===== src/rtl/rand_dispatcher.sv =====
// Round-robin dispatcher that hands a registered snapshot of the shared LFSR
// value to one requester at a time, with a fixed cooldown between grants.
module rand_dispatcher #(
  parameter int NREQ  = 4,
  parameter int WIDTH = 10,
  parameter int GAP   = 10
) (
  input  logic                    clk,
  input  logic                    rst,
  input  logic                    en,
  input  logic [WIDTH-1:0]        rand_in,
  input  logic [NREQ-1:0]         req,
  output logic [NREQ-1:0]         gnt,
  output logic [$clog2(NREQ)-1:0] gnt_id,
  output logic [WIDTH-1:0]        rand_out,
  output logic                    rand_valid,
  output logic                    busy
);

  localparam int IDW = $clog2(NREQ);

  if (NREQ < 2 || NREQ > 8 || GAP < 1 || GAP > 255) begin : g_param_err
    $error("rand_dispatcher: NREQ must be 2..8 and GAP must be 1..255");
  end

  typedef enum logic {READY, COOLDOWN} state_t;

  state_t           state, state_nxt;
  logic [7:0]       gap_cnt, gap_nxt;
  logic [IDW-1:0]   ptr, ptr_nxt;
  logic [IDW-1:0]   win, idx;
  logic [IDW:0]     sum;
  logic             found, take;

  logic [NREQ-1:0]  gnt_nxt;
  logic [IDW-1:0]   id_nxt;
  logic [WIDTH-1:0] rand_nxt;
  logic             valid_nxt, busy_nxt;

  // Scan requesters starting at ptr and wrapping; first set bit wins.
  always_comb begin
    found = 1'b0;
    win   = '0;
    sum   = '0;
    idx   = '0;
    for (int k = 0; k < NREQ; k++) begin
      sum = {1'b0, ptr} + (IDW+1)'(k);
      if (sum >= (IDW+1)'(NREQ)) sum = sum - (IDW+1)'(NREQ);
      idx = sum[IDW-1:0];
      if (!found && req[idx]) begin
        found = 1'b1;
        win   = idx;
      end
    end
  end

  assign take = (state == READY) && en && found;

  always_ff @(posedge clk or posedge rst) begin
    if (rst) begin
      state      <= READY;
      gap_cnt    <= '0;
      ptr        <= '0;
      gnt        <= '0;
      gnt_id     <= '0;
      rand_out   <= '0;
      rand_valid <= 1'b0;
      busy       <= 1'b0;
    end else begin
      state      <= state_nxt;
      gap_cnt    <= gap_nxt;
      ptr        <= ptr_nxt;
      gnt        <= gnt_nxt;
      gnt_id     <= id_nxt;
      rand_out   <= rand_nxt;
      rand_valid <= valid_nxt;
      busy       <= busy_nxt;
    end
  end

  // The cooldown counts down regardless of en so a paused grant source never stretches the gap.
  always_comb begin
    state_nxt = state;
    gap_nxt   = gap_cnt;
    ptr_nxt   = ptr;
    case (state)
      READY: begin
        if (take) begin
          ptr_nxt = (win == IDW'(NREQ-1)) ? '0 : win + 1'b1;
          if (GAP > 1) begin
            state_nxt = COOLDOWN;
            gap_nxt   = 8'(GAP-1);
          end
        end
      end
      COOLDOWN: begin
        gap_nxt = gap_cnt - 8'd1;
        if (gap_cnt <= 8'd1) begin
          state_nxt = READY;
          gap_nxt   = '0;
        end
      end
      default: state_nxt = READY;
    endcase
  end

  always_comb begin
    gnt_nxt   = '0;
    id_nxt    = gnt_id;
    rand_nxt  = rand_out;
    valid_nxt = 1'b0;
    busy_nxt  = (state_nxt == COOLDOWN);
    if (take) begin
      gnt_nxt   = NREQ'(1) << win;
      id_nxt    = win;
      rand_nxt  = rand_in;
      valid_nxt = 1'b1;
    end
  end

endmodule


===== config.mk =====
export PLATFORM = sky130hd
export DESIGN_NAME = rand_dispatcher
export DESIGN_NICKNAME = d
export VERILOG_FILES = /design/src/rtl/rand_dispatcher.sv
export SDC_FILE = /design/constraint.sdc
export NUM_CORES = 1
export LEC_CHECK = 0
export CAP_MARGIN = 15
export CORE_ASPECT_RATIO = 0.6
export CORE_MARGIN = 1
export CORE_UTILIZATION = 43
export DETAILED_ROUTE_END_ITERATION = 12
export PLACE_DENSITY = 0.75
export SYNTH_ARGS = -nofsm -noshare
export SYNTH_HDL_FRONTEND = slang
export SYNTH_SLANG_ARGS = --single-unit

===== constraint.sdc =====
create_clock -name clk -period 1.5 [get_ports clk]
set_input_delay 0.375 -clock clk [delete_from_list [all_inputs] [get_ports clk]]
set_output_delay 0.375 -clock clk [all_outputs]
set_load 0.05 [all_outputs]

=== Word level (Yosys, flattened, before mapping) ===
Index checks and enable logic that the tools add are counted.

* Register bits after elaboration: 28
* Input port bits: 17
* Logic and storage cells: 66

* $add $sub $neg: 9
* Magnitude comparators: 9
* Equal/unequal tests: 2
* Shift operators: 1
* Muxes and demuxes: 28
* Bitwise logic cells: 1
* Reduce and logical (&&, ||, !) cells: 9

{| class="wikitable"
|+ Operators with widths
! cell !! count
|-
| two-way mux 2 bit || 9
|-
| two-way mux 8 bit || 2
|-
| one-hot mux 8 bit (2 select lines) || 1
|-
| < comparator 2 x 3 -> 1 bit, second input constant || 4
|-
| two-way mux 1 bit || 10
|-
| >= comparator 3 bit, second input constant || 3
|-
| binary-select mux 1 bit (select 2 bit) || 4
|-
| <= comparator 8 x 1 -> 1 bit, second input constant || 1
|-
| subtractor 2 x 1 -> 2 bit, second input constant || 4
|-
| subtractor 8 x 1 -> 8 bit, second input constant || 1
|-
| adder 2 x 2 -> 3 bit, second input constant || 2
|-
| logical AND 1 bit || 5
|-
| two-way mux 4 bit || 1
|-
| << shifter 1 x 2 -> 4 bit, first input constant || 1
|-
| adder 2 x 1 -> 3 bit, second input constant || 1
|-
| >= comparator 2 x 3 -> 1 bit, second input constant || 1
|-
| logical NOT 1 bit || 3
|-
| adder 2 x 1 -> 2 bit, second input constant || 1
|-
| equality test 2 bit, second input constant || 1
|-
| != test 2 bit, second input constant || 1
|-
| one-hot mux 1 bit (2 select lines) || 1
|-
| AND reduction 2 bit || 1
|-
| inverter 1 bit || 1
|}

=== Depth between registers and ports, before layout ===
Gate-level depths: netlist (run 1).

* Word-level depth: 17
* Gate-level depth with buffers: 6

=== Worst setup path after synthesis (run 1) ===
No wires, ideal clock.

* Path kind: reg2reg
* Start: reg state
* End: reg gap_cnt[7]
* Setup time: 82 ps
* Arrival time: 1640 ps
* Slack: -222 ps
* Stages on the path, launching flop included: 6
* Path buffers: 1
* Path through: dfrtp_1 > clkbuf_1 > inv_1 > a31oi_1 > a41oi_1 > a31oi_1

* Word-level cells in the longest chain between the ends: 4
* Elaborated cells between the ends (all ways): 5
* Those cells by class: 1 x eq/ne; 1 x mux; 1 x bitwise; 2 x reduce/logical

{| class="wikitable"
|+ RTL lines
! element !! RTL line !! source
|-
| start: declaration || 28 || <nowiki>state_t state, state_nxt;</nowiki>
|-
| start signal: assignment || 70 || <nowiki>state <= state_nxt;</nowiki>
|-
| inverter 1 bit (no line) || -- ||
|-
| logical AND 1 bit (2 in series) || 57 || <nowiki>assign take = (state == READY) && en && found;</nowiki>
|-
| != test 2 bit (no line) || -- ||
|-
| end signal: assignment || 71 || <nowiki>gap_cnt <= gap_nxt;</nowiki>
|-
| end: declaration || 29 || <nowiki>logic [7:0] gap_cnt, gap_nxt;</nowiki>
|}

Several ways; a longest one is shown, not always the timed one.
A chain may end at the register's enable or synchronous reset.

=== Worst setup path after layout (run 1) ===
* Start: reg gap_cnt[0]
* End: reg gap_cnt[7]

* Word-level cells in the longest chain between the ends: 3
* Elaborated cells between the ends (all ways): 4
* Those cells by class: 1 x add/sub; 1 x order compare; 2 x mux

{| class="wikitable"
|+ RTL lines
! element !! RTL line !! source
|-
| subtractor 8 x 1 -> 8 bit / <= comparator 8 x 1 -> 1 bit (equally long branches) || 97, 98 ||
|-
| two-way mux 8 bit * || 98 || <nowiki>if (gap_cnt <= 8'd1) begin</nowiki>
|-
| one-hot mux 8 bit (2 select lines) * || 86 || <nowiki>case (state)</nowiki>
|}

Every way passes the cells marked *; elsewhere a longest branch is shown, timed or not.

==> results of run 1 <==
worst max-delay path by stage:
stage                    start  depth (start not counted)  slack (ns)         end
global route        gap_cnt[1]                          6       -0.16  gap_cnt[7]
CTS                     ptr[0]                          5       -0.04      ptr[1]
detailed placement      req[1]                          6       -0.70      ptr[1]
floorplan               req[1]                          4      0.0009   gnt_id[1]
global placement        req[1]                          6       -0.62      ptr[1]
finish              gap_cnt[0]                          6       -0.05  gap_cnt[7]
critical path, stage by stage (launching register included):
cell,delay (ns)
dfrtp_1,0.38
inv_1,0.06
ha_2,0.18
or2_4,0.25
a31oi_4,0.29
a41oi_2,0.15
a31oi_1,0.17
power by group through the flow:
stage	logic (mW)	registers, mW	clock network (mW)
3_3_place_gp	2.70	1.36	0
4_1_cts	2.84	1.38	0.418
6_report	2.91	1.40	0.409
2_1_floorplan	0.902	1.93	0
5_1_grt	3.07	1.44	0.447
3_5_place_dp	2.78	1.39	0
metal layers:
layer	up-vias	share of wire [%]	global-route usage, %
met1	556	45	28.7
met4	0	0.25	2.69
met2	27	49	36.2
met5	-	0	0
met3	2	4.8	5.36
li1	513	-	-
cell usage after synthesis (2+ instances only):
cell type | number | share of area, %
a31oi_1 | 3 | 1.4
and3_1 | 4 | 1.9
ha_1 | 6 | 5.6
nor2_1 | 8 | 2.2
nand2b_1 | 3 | 1.4
nand2_1 | 4 | 1.1
dfrtp_1 | 28 | 52
nor3_1 | 2 | 0.75
a21oi_1 | 5 | 1.9
mux2_2 | 8 | 6.7
o21ai_0 | 3 | 1.1
nor3b_1 | 2 | 1.1
o22ai_1 | 2 | 0.93
nand3_1 | 2 | 0.75
mux2_4 | 5 | 5.6
inv_1 | 10 | 2.8
per-stage QoR:
| step | worst slack (ns) | instances | hold slack (ns) |
|---|---|---|---|
| 2_1_floorplan | 0.000902 | 113 | 0.440 |
| 3_3_place_gp | -0.618 | 199 | 0.470 |
| 3_5_place_dp | -0.702 | 199 | 0.487 |
| 4_1_cts | -0.0398 | 207 | 0.435 |
| 5_1_grt | -0.160 | 209 | 0.447 |
| 6_report | -0.0534 | 209 | 0.428 |
sequential cells by signal (all words and copies together), names as in the netlist:
name	cells
ptr	2
rand_out	10
gap_cnt	8
gnt_id	2
gnt	4
rand_valid	1
state	1
placed cells by master, fill, tap and decap left out, drive strengths merged, types with 2 or more instances in the layout:
cell type / count
and3: 4
nor2: 10
nor3b: 2
ha: 6
a31oi: 3
a21oi: 5
nor3: 3
o21ai: 3
clkdlybuf4s15: 3
dfrtp: 28
clkdlybuf4s50: 11
nand2: 4
mux2: 13
inv: 10
nand2b: 3
nand3: 2
clkbuf: 4
o22ai: 2
buf: 36
final cells by class:
cell class	instances	share of cell area, %
clock buffers	4	2.08
repair buffers	51	30.4
multi-input cells	74	31.0
inverters	10	1.73
flip-flops and latches	28	32.4
well taps	42	2.42
kinds of logic (layout without fill, tap and decap cells):
kind of cell / after synthesis / after routing / synth area share [%]
AOI/OAI and AO/OA: 23 / 23 / 13.2
xor gates and xnor gates: 2 / 2 / 1.30
adders and majority gates: 6 / 6 / 5.59
buffers and inverters: 12 / 65 / 3.91
DFF: 28 / 28 / 52.2
muxes: 13 / 13 / 12.3
and+or+nand+nor: 29 / 30 / 11.5
timing repair:
| item | in CTS | in global routing |
|---|---|---|
| pin swaps | 7 | 6 |
| setup buffers | 3 | 2 |
| cloned | 1 | 0 |
| hold endpoints to repair | 0 | 0 |
| setup endpoints to repair | 28 | 11 |
| resized for setup | 19 | 6 |
==> out/results.tsv, run 1 <==
metric	value	unit
area_growth	61.5	%
cts_buffer_depth	2	
ios	35	
num-nets-final	191	
p_int	2.73	mW
vias	1098	
grt_pass1_vias	1062	
ctsHoldBuffers	0	
cp_max_fo	6	
swShare	42.0	%
grt_util_all_layers	21.3	%
die_x	74.1	um
slew_viol_final	0	
relSlewSlack	77.5	%
syn_area	1340	um2
ff2ff_setup_slack	-0.05	ns
drv_cap	0	
clock-sinks	28	
ant_nets	0	
rsz0062_at_grt	yes	
drt_first_pass_iters	4	
power.density	2170	nW/um2
register_area	702	um2
netlist-cell-type-count	34	
via_per_inst	5.25	
multiInputGateArea	673	um2
grt_pass1_wl	5140	um
synth_ff_type	dfrtp_1	
start_util	46.2	%
fin_setup_tns	-0.106	ns
clkLatencyLatePin	0.27	ns
design_area	2170	um2
fmax	0.644	GHz
synth-async-reset-ratio	100	%
finalCritPeriodShare	104	%
wl_per_cell	15.2	um
drt_iter0_drc	32	
hold_class	primary input to async pin	
drive_above_1_share	44.3	%
place_area	2040	um2
die-area	3360	um2
status	complete, but fails checks	
r2r_start	gap_cnt[0]	
antenna_cells	0	
hold_viol	0	
totalPowerFinal	4.71	mW
core	2910	um2
hpwl	2290	um
cts-buffers-inserted	3	
antenna_found_initial	0	
grt_max_degree	29	
crit_required	1.69	ns
setup_viol	3	
critical_path_class	flop to flop	
cts_tree	built	
post-route-util	74.5	%
yosysSeqAreaShare	52.2	%
port_buffers	34	
peakVddDrop	1.24	mV
fillerInstances	189	
synth_edf_count	0	
synthCells	113	
wirelength	3170	um
gp_congestion	0.846	
fp.dieH	45.3	um
syn_nets	136	
setup_slack	-0.0534	ns
worstMarginPinSlew	0.336	ns
combPwrFrac	61.7	%
grt_overflow	0	
reg2reg_depth	6	
violations	negative setup slack	
p_seq_share	29.6	%
timing.rr.end	gap_cnt[7]	
remaining_drc_errors	0	
clkTransAtPathRegs	0.09	ns
switchingPower	1.98	mW
fin_crit	1.55	ns
cts.htree.levels	1	
fin_worst_skew	0.00518	ns
critPathLaunchType	flop	
p_clk_share	8.7	%
p_leak	0.986	nW
syn_avg_cell_area	11.9	um2
arrival	1.75	ns
ys_ff_latch	28	
ctsRootBufferMaster	clkbuf_8	
rows	15	
cp-end-kind	flop	
yosys_warnings	0	
No activity file was read; power rests on OpenSTA's default activity.
==> inputs of run 2 (changes only) <==
==> constraint.sdc (replaced) <==
create_clock -name clk -period 1.5 [get_ports clk]
set_input_delay 0.225 -clock clk [delete_from_list [all_inputs] [get_ports clk]]
set_output_delay 0.225 -clock clk [all_outputs]
set_load 0.05 [all_outputs]
==> out/results.tsv, run 2 (same netlist as run 1, synthesis figures left out) <==
metric	value	unit	change
top_register	rand_out		unchanged
cp-end-kind	flop		unchanged
core	2910	um2	unchanged
power.density	2170	nW/um2	about the same
fillerInstances	218		was 189
num-nets-final	188		was 191
cts_tree	built		unchanged
hold_class	primary input to async pin		unchanged
drv_cap	0		unchanged
reg2reg_depth	5		was 6
arrival	1.69	ns	was 1.75 ns
final_common_cell	buf_4		was dfrtp_1
area_growth	43.6	%	was 61.5%
drt_first_pass_iters	4		unchanged
ios	35		unchanged
rows	15		unchanged
drt_iter0_drc	33		was 32
design_area	1930	um2	was 2170 um2
vias	1052		was 1098
grt_max_degree	29		unchanged
ff2ff_setup_slack	-0.03	ns	was -0.05 ns
fp.dieH	45.3	um	unchanged
grt_pass1_wl	4670	um	was 5140 um
hold_viol	0		unchanged
wirelength	3120	um	was 3170 um
critical_path_class	flop to flop		unchanged
clkTransAtPathRegs	0.09	ns	about the same
setup_slack	-0.0272	ns	was -0.0534 ns
crit_start	ptr[0]		was gap_cnt[0]
port_buffers	34		unchanged
clkLatencyLatePin	0.27	ns	about the same
via_per_inst	5.11		was 5.25
fmax	0.655	GHz	was 0.644 GHz
endpoint	ptr[1]		was gap_cnt[7]
fin_crit	1.53	ns	was 1.55 ns
cp_max_fo	4		was 6
holdWs	0.320	ns	was 0.428 ns
wl_per_cell	15.2	um	about the same
critPathLaunchType	flop		unchanged
remaining_drc_errors	0		unchanged
violations	negative setup slack		unchanged
mostFrequentLayoutCells	buf_4, dfrtp_1, clkdlybuf4s50_1, inv_1		was dfrtp_1, buf_12, buf_4, clkdlybuf4s50_1, inv_1
r2r_start	ptr[0]		was gap_cnt[0]
gp_congestion	0.861		was 0.846
setup_viol	1		was 3
start_util	46.2	%	unchanged
worstMarginPinSlew	0.491	ns	was 0.336 ns
grt_overflow	0		unchanged
cts-buffers-inserted	3		unchanged
cts_buffer_depth	2		unchanged
place_area	1820	um2	was 2040 um2
die_x	74.1	um	unchanged
drive_above_1_share	39.6	%	was 44.3%
relSlewSlack	67.1	%	was 77.5%
peakVddDrop	1.60	mV	was 1.24 mV
grt_util_all_layers	19.4	%	was 21.3%
fin_worst_skew	0.00252	ns	was 0.00518 ns
status	complete, but fails checks		unchanged
dp_slack	-0.530	ns	was -0.702 ns
hpwl	2150	um	was 2290 um
ctsRootBufferMaster	clkbuf_8		unchanged
finalCritPeriodShare	102	%	was 104%
clock-sinks	28		unchanged
antenna_cells	0		unchanged
largest_register_ffs	10		unchanged
p_leak	0.910	nW	was 0.986 nW
cts.htree.levels	1		unchanged
grt_pass1_vias	1040		was 1062
ant_nets	0		unchanged
slew_viol_final	0		unchanged
die-area	3360	um2	unchanged
rsz0062_at_grt	yes		unchanged
reg_top3	rand_out x10, gap_cnt x8, gnt x4		unchanged
antenna_found_initial	0		unchanged
crit_required	1.66	ns	was 1.69 ns
timing.rr.end	ptr[1]		was gap_cnt[7]
[run 2: power by group]
| group | total (mW) | internal, mW | switching [mW] |
|---|---|---|---|
| clock | 0.410 | 0.190 | 0.220 |
| combinational | 2.47 | 1.03 | 1.44 |
| sequential | 1.29 | 1.07 | 0.226 |
[run 2: layer usage]
| metal | GRT usage [%] | share of wire, % | vias up |
|---|---|---|---|
| met2 | 29.3 | 46 | 30 |
| li1 | - | - | 502 |
| met4 | 7.31 | 2.0 | 0 |
| met3 | 5.36 | 4.2 | 8 |
| met5 | 0 | 0 | - |
| met1 | 26.7 | 48 | 512 |
[run 2: per-stage QoR]
step	power, mW	utilization (%)	std cells	setup TNS [ns]
2_1_floorplan	2.83	-	113	0
3_3_place_gp	3.54	62.6	200	-9.69
3_5_place_dp	3.63	62.6	200	-11.00
4_1_cts	4.10	64.9	206	-0.0487
5_1_grt	4.41	66.3	206	-0.335
6_report	4.18	66.3	206	-0.0272
[run 2: layout make-up]
class	instances	area (um2)	share of cell area, %
multi-input cells	74	679	35.2
clock buffers	4	45.0	2.34
well taps	42	52.6	2.73
inverters	10	37.5	1.95
repair buffers	48	412	21.3
flip-flops and latches	28	702	36.4
[run 2: repair_timing]
item                                    in CTS  in global routing
gates cloned                                 1                  0
endpoints found under the setup margin      25                  9
gates resized for setup                      7                  8
setup buffers                                1                  0
pin swaps                                    6                  6
hold buffers                                 0                  0
[run 2: how the worst min path moves through the flow]
stage	start	end	depth (start not counted)
floorplan	rst	gap_cnt[0]	1
finish	rst	rand_out[8]	3
global route	rst	gap_cnt[0]	3
detailed placement	gap_cnt[7]	gap_cnt[7]	1
CTS	rst	gap_cnt[0]	3
global placement	gap_cnt[7]	gap_cnt[7]	1
[run 2: critical path: stages (launching register included)]
cell      delay (ns)
dfrtp_1         0.41
nand2b_4        0.16
a21oi_2         0.07
a211oi_4        0.24
ha_1            0.28
mux2_4          0.25
==> inputs of run 3 (changes only) <==
--- a/config.mk
+++ b/config.mk
@@ -6,11 +6,13 @@
 export NUM_CORES = 1
 export LEC_CHECK = 0
 export CAP_MARGIN = 15
+export CELL_PAD_IN_SITES_DETAIL_PLACEMENT = 1
+export CELL_PAD_IN_SITES_GLOBAL_PLACEMENT = 1
 export CORE_ASPECT_RATIO = 0.6
 export CORE_MARGIN = 1
-export CORE_UTILIZATION = 43
+export CORE_UTILIZATION = 33
 export DETAILED_ROUTE_END_ITERATION = 12
-export PLACE_DENSITY = 0.75
+export PLACE_DENSITY_LB_ADDON = 0.1
 export SYNTH_ARGS = -nofsm -noshare
 export SYNTH_HDL_FRONTEND = slang
 export SYNTH_SLANG_ARGS = --single-unit
==> out/results.tsv, run 3 (same netlist as run 1, synthesis figures left out) <==
metric	value	unit	change
hold_viol	0		unchanged
hold_class	primary input to async pin		unchanged
final_common_cell	buf_4		unchanged
rows	17		was 15
grt_max_degree	29		unchanged
hpwl	2410	um	was 2150 um
grt_overflow	0		unchanged
crit_family	compound AO/OA/AOI/OAI gates		was flip-flops
cts_tree	built		unchanged
status	complete, but fails checks		unchanged
clkTransAtPathRegs	0.09	ns	about the same
antenna_found_initial	0		unchanged
arrival	1.74	ns	was 1.69 ns
grt_util_all_layers	16.5	%	was 19.4%
post-route-util	54.6	%	was 66.3%
drt_iter0_drc	32		was 33
antenna_cells	0		unchanged
reg_top3	rand_out x10, gap_cnt x8, gnt x4		unchanged
slowest_delay	0.43	ns	was 0.41 ns
cp-end-kind	flop		unchanged
via_per_inst	5.00		was 5.11
ant_nets	0		unchanged
setup_viol	6		was 1
fmax	0.636	GHz	was 0.655 GHz
crit_required	1.67	ns	was 1.66 ns
remaining_drc_errors	7		was 0
violations	design-rule violations, negative setup slack		was negative setup slack
grt_pass1_vias	1145		was 1040
power.density	2190	nW/um2	was 2170 nW/um2
top_register	rand_out		unchanged
clkLatencyLatePin	0.27	ns	about the same
rsz0062_at_grt	yes		unchanged
relSlewSlack	64.4	%	was 67.1%
drv_cap	0		unchanged
cts_buffer_depth	2		unchanged
cp_num_buf_inv	0		unchanged
cts-buffers-inserted	3		unchanged
peakVddDrop	1.40	mV	was 1.60 mV
dp_slack	-0.558	ns	was -0.530 ns
fin_worst_skew	0.00269	ns	was 0.00252 ns
num-nets-final	195		was 188
die_x	84.3	um	was 74.1 um
area_growth	53.9	%	was 43.6%
critical_path_class	flop to flop		unchanged
finalCritPeriodShare	105	%	was 102%
drive_above_1_share	49.1	%	was 39.6%
fin_crit	1.57	ns	was 1.53 ns
cp_cell_sequence	o22ai_1 -> a211oi_4 -> ha_1 -> mux2_4		was nand2b_4 -> a21oi_2 -> a211oi_4 -> ha_1 -> mux2_4
cts.htree.levels	1		unchanged
p_leak	0.957	nW	was 0.910 nW
grt_pass1_wl	5460	um	was 4670 um
drt_first_pass_iters	8		was 4
wirelength	3540	um	was 3120 um
die-area	4340	um2	was 3360 um2
totalPowerFinal	4.53	mW	was 4.18 mW
wl_per_cell	16.2	um	was 15.2 um
port_buffers	34		unchanged
largest_register_ffs	10		unchanged
critPathLaunchType	flop		unchanged
setup_slack	-0.0736	ns	was -0.0272 ns
fin_setup_tns	-0.232	ns	was -0.0272 ns
worstMarginPinSlew	0.534	ns	was 0.491 ns
ios	35		unchanged
gp_congestion	0.850		was 0.861
start_util	35.5	%	was 46.2%
vias	1090		was 1052
slew_viol_final	0		unchanged
slowest_stage	dfrtp_1		unchanged
mostFrequentLayoutCells	buf_4, dfrtp_1, clkdlybuf4s50_1, mux2_2		was buf_4, dfrtp_1, clkdlybuf4s50_1, inv_1
ctsHoldBuffers	0		unchanged
cp_max_fo	4		unchanged
fp.dieH	51.4	um	was 45.3 um
core	3790	um2	was 2910 um2
clock-sinks	28		unchanged
ctsRootBufferMaster	clkbuf_8		unchanged
-- run 3: cell types whose count changed in the layout (fill, tap and decap cells not counted), moves of 3 or more --
cell	previous run	this run
inv_2	0	3
inv_1	10	7
ha_1	5	1
buf_4	30	37
-- run 3: path summary, 6_finish.rpt --
path,endpoint,start,cells past startpoint,slack (ns)
worst max-delay path,ptr[1],ptr[0],4,-0.07
worst min-delay path,rand_out[7],rst,3,0.30
worst max register to register,ptr[1],ptr[0],4,-0.07
worst min register to register,gap_cnt[7],gap_cnt[7],1,0.51
max in group asynchronous,state,rst,3,0.91
min in group clk,rand_valid,en,3,0.50
-- run 3: cell type report --
class,count,area (um2)
clock buffers,4,55.1
fillers,383,1720
repair buffers,55,472
inverters,10,37.5
multi-input cells,74,741
well taps,47,58.8
flip-flops and latches,28,702
-- run 3: report_power, final --
group | internal [mW] | switching (mW) | total [mW]
logic | 1.19 | 1.54 | 2.73
clock network | 0.235 | 0.233 | 0.468
registers | 1.07 | 0.258 | 1.33
total | 2.49 | 2.03 | 4.53
-- run 3: layer usage --
metal	global-route usage [%]	vias up	routed length [um]
met3	4.36	6	151
met2	27.7	35	1720
met4	4.52	0	34
li1	-	512	-
met1	21.5	537	1640
met5	0	-	0
-- run 3: through the flow --
stage / cell area (um2) / hold WS (ns) / instances
floorplan: 1380 / 0.290 / 113
detailed placement: 1850 / 0.496 / 206
finish: 2070 / 0.302 / 218
global placement: 1850 / 0.476 / 206
CTS: 1960 / 0.308 / 212
global route: 2070 / 0.347 / 218
-- run 3: worst register-to-register path: cells and delay by family (launching register included) --
kind | cells | cell delay, ns
AO/OA/AOI/OAI | 2 | 0.50
adder cells (fa/ha/maj) | 1 | 0.29
multiplexers | 1 | 0.26
flip-flops | 1 | 0.43
-- run 3: repair_timing --
item,4_1_cts,5_1_grt
gates cloned,0,1
gates resized for setup,14,16
setup buffers,3,5
endpoints found under the hold margin,0,0
pin swaps,6,10
setup endpoints to repair,25,21
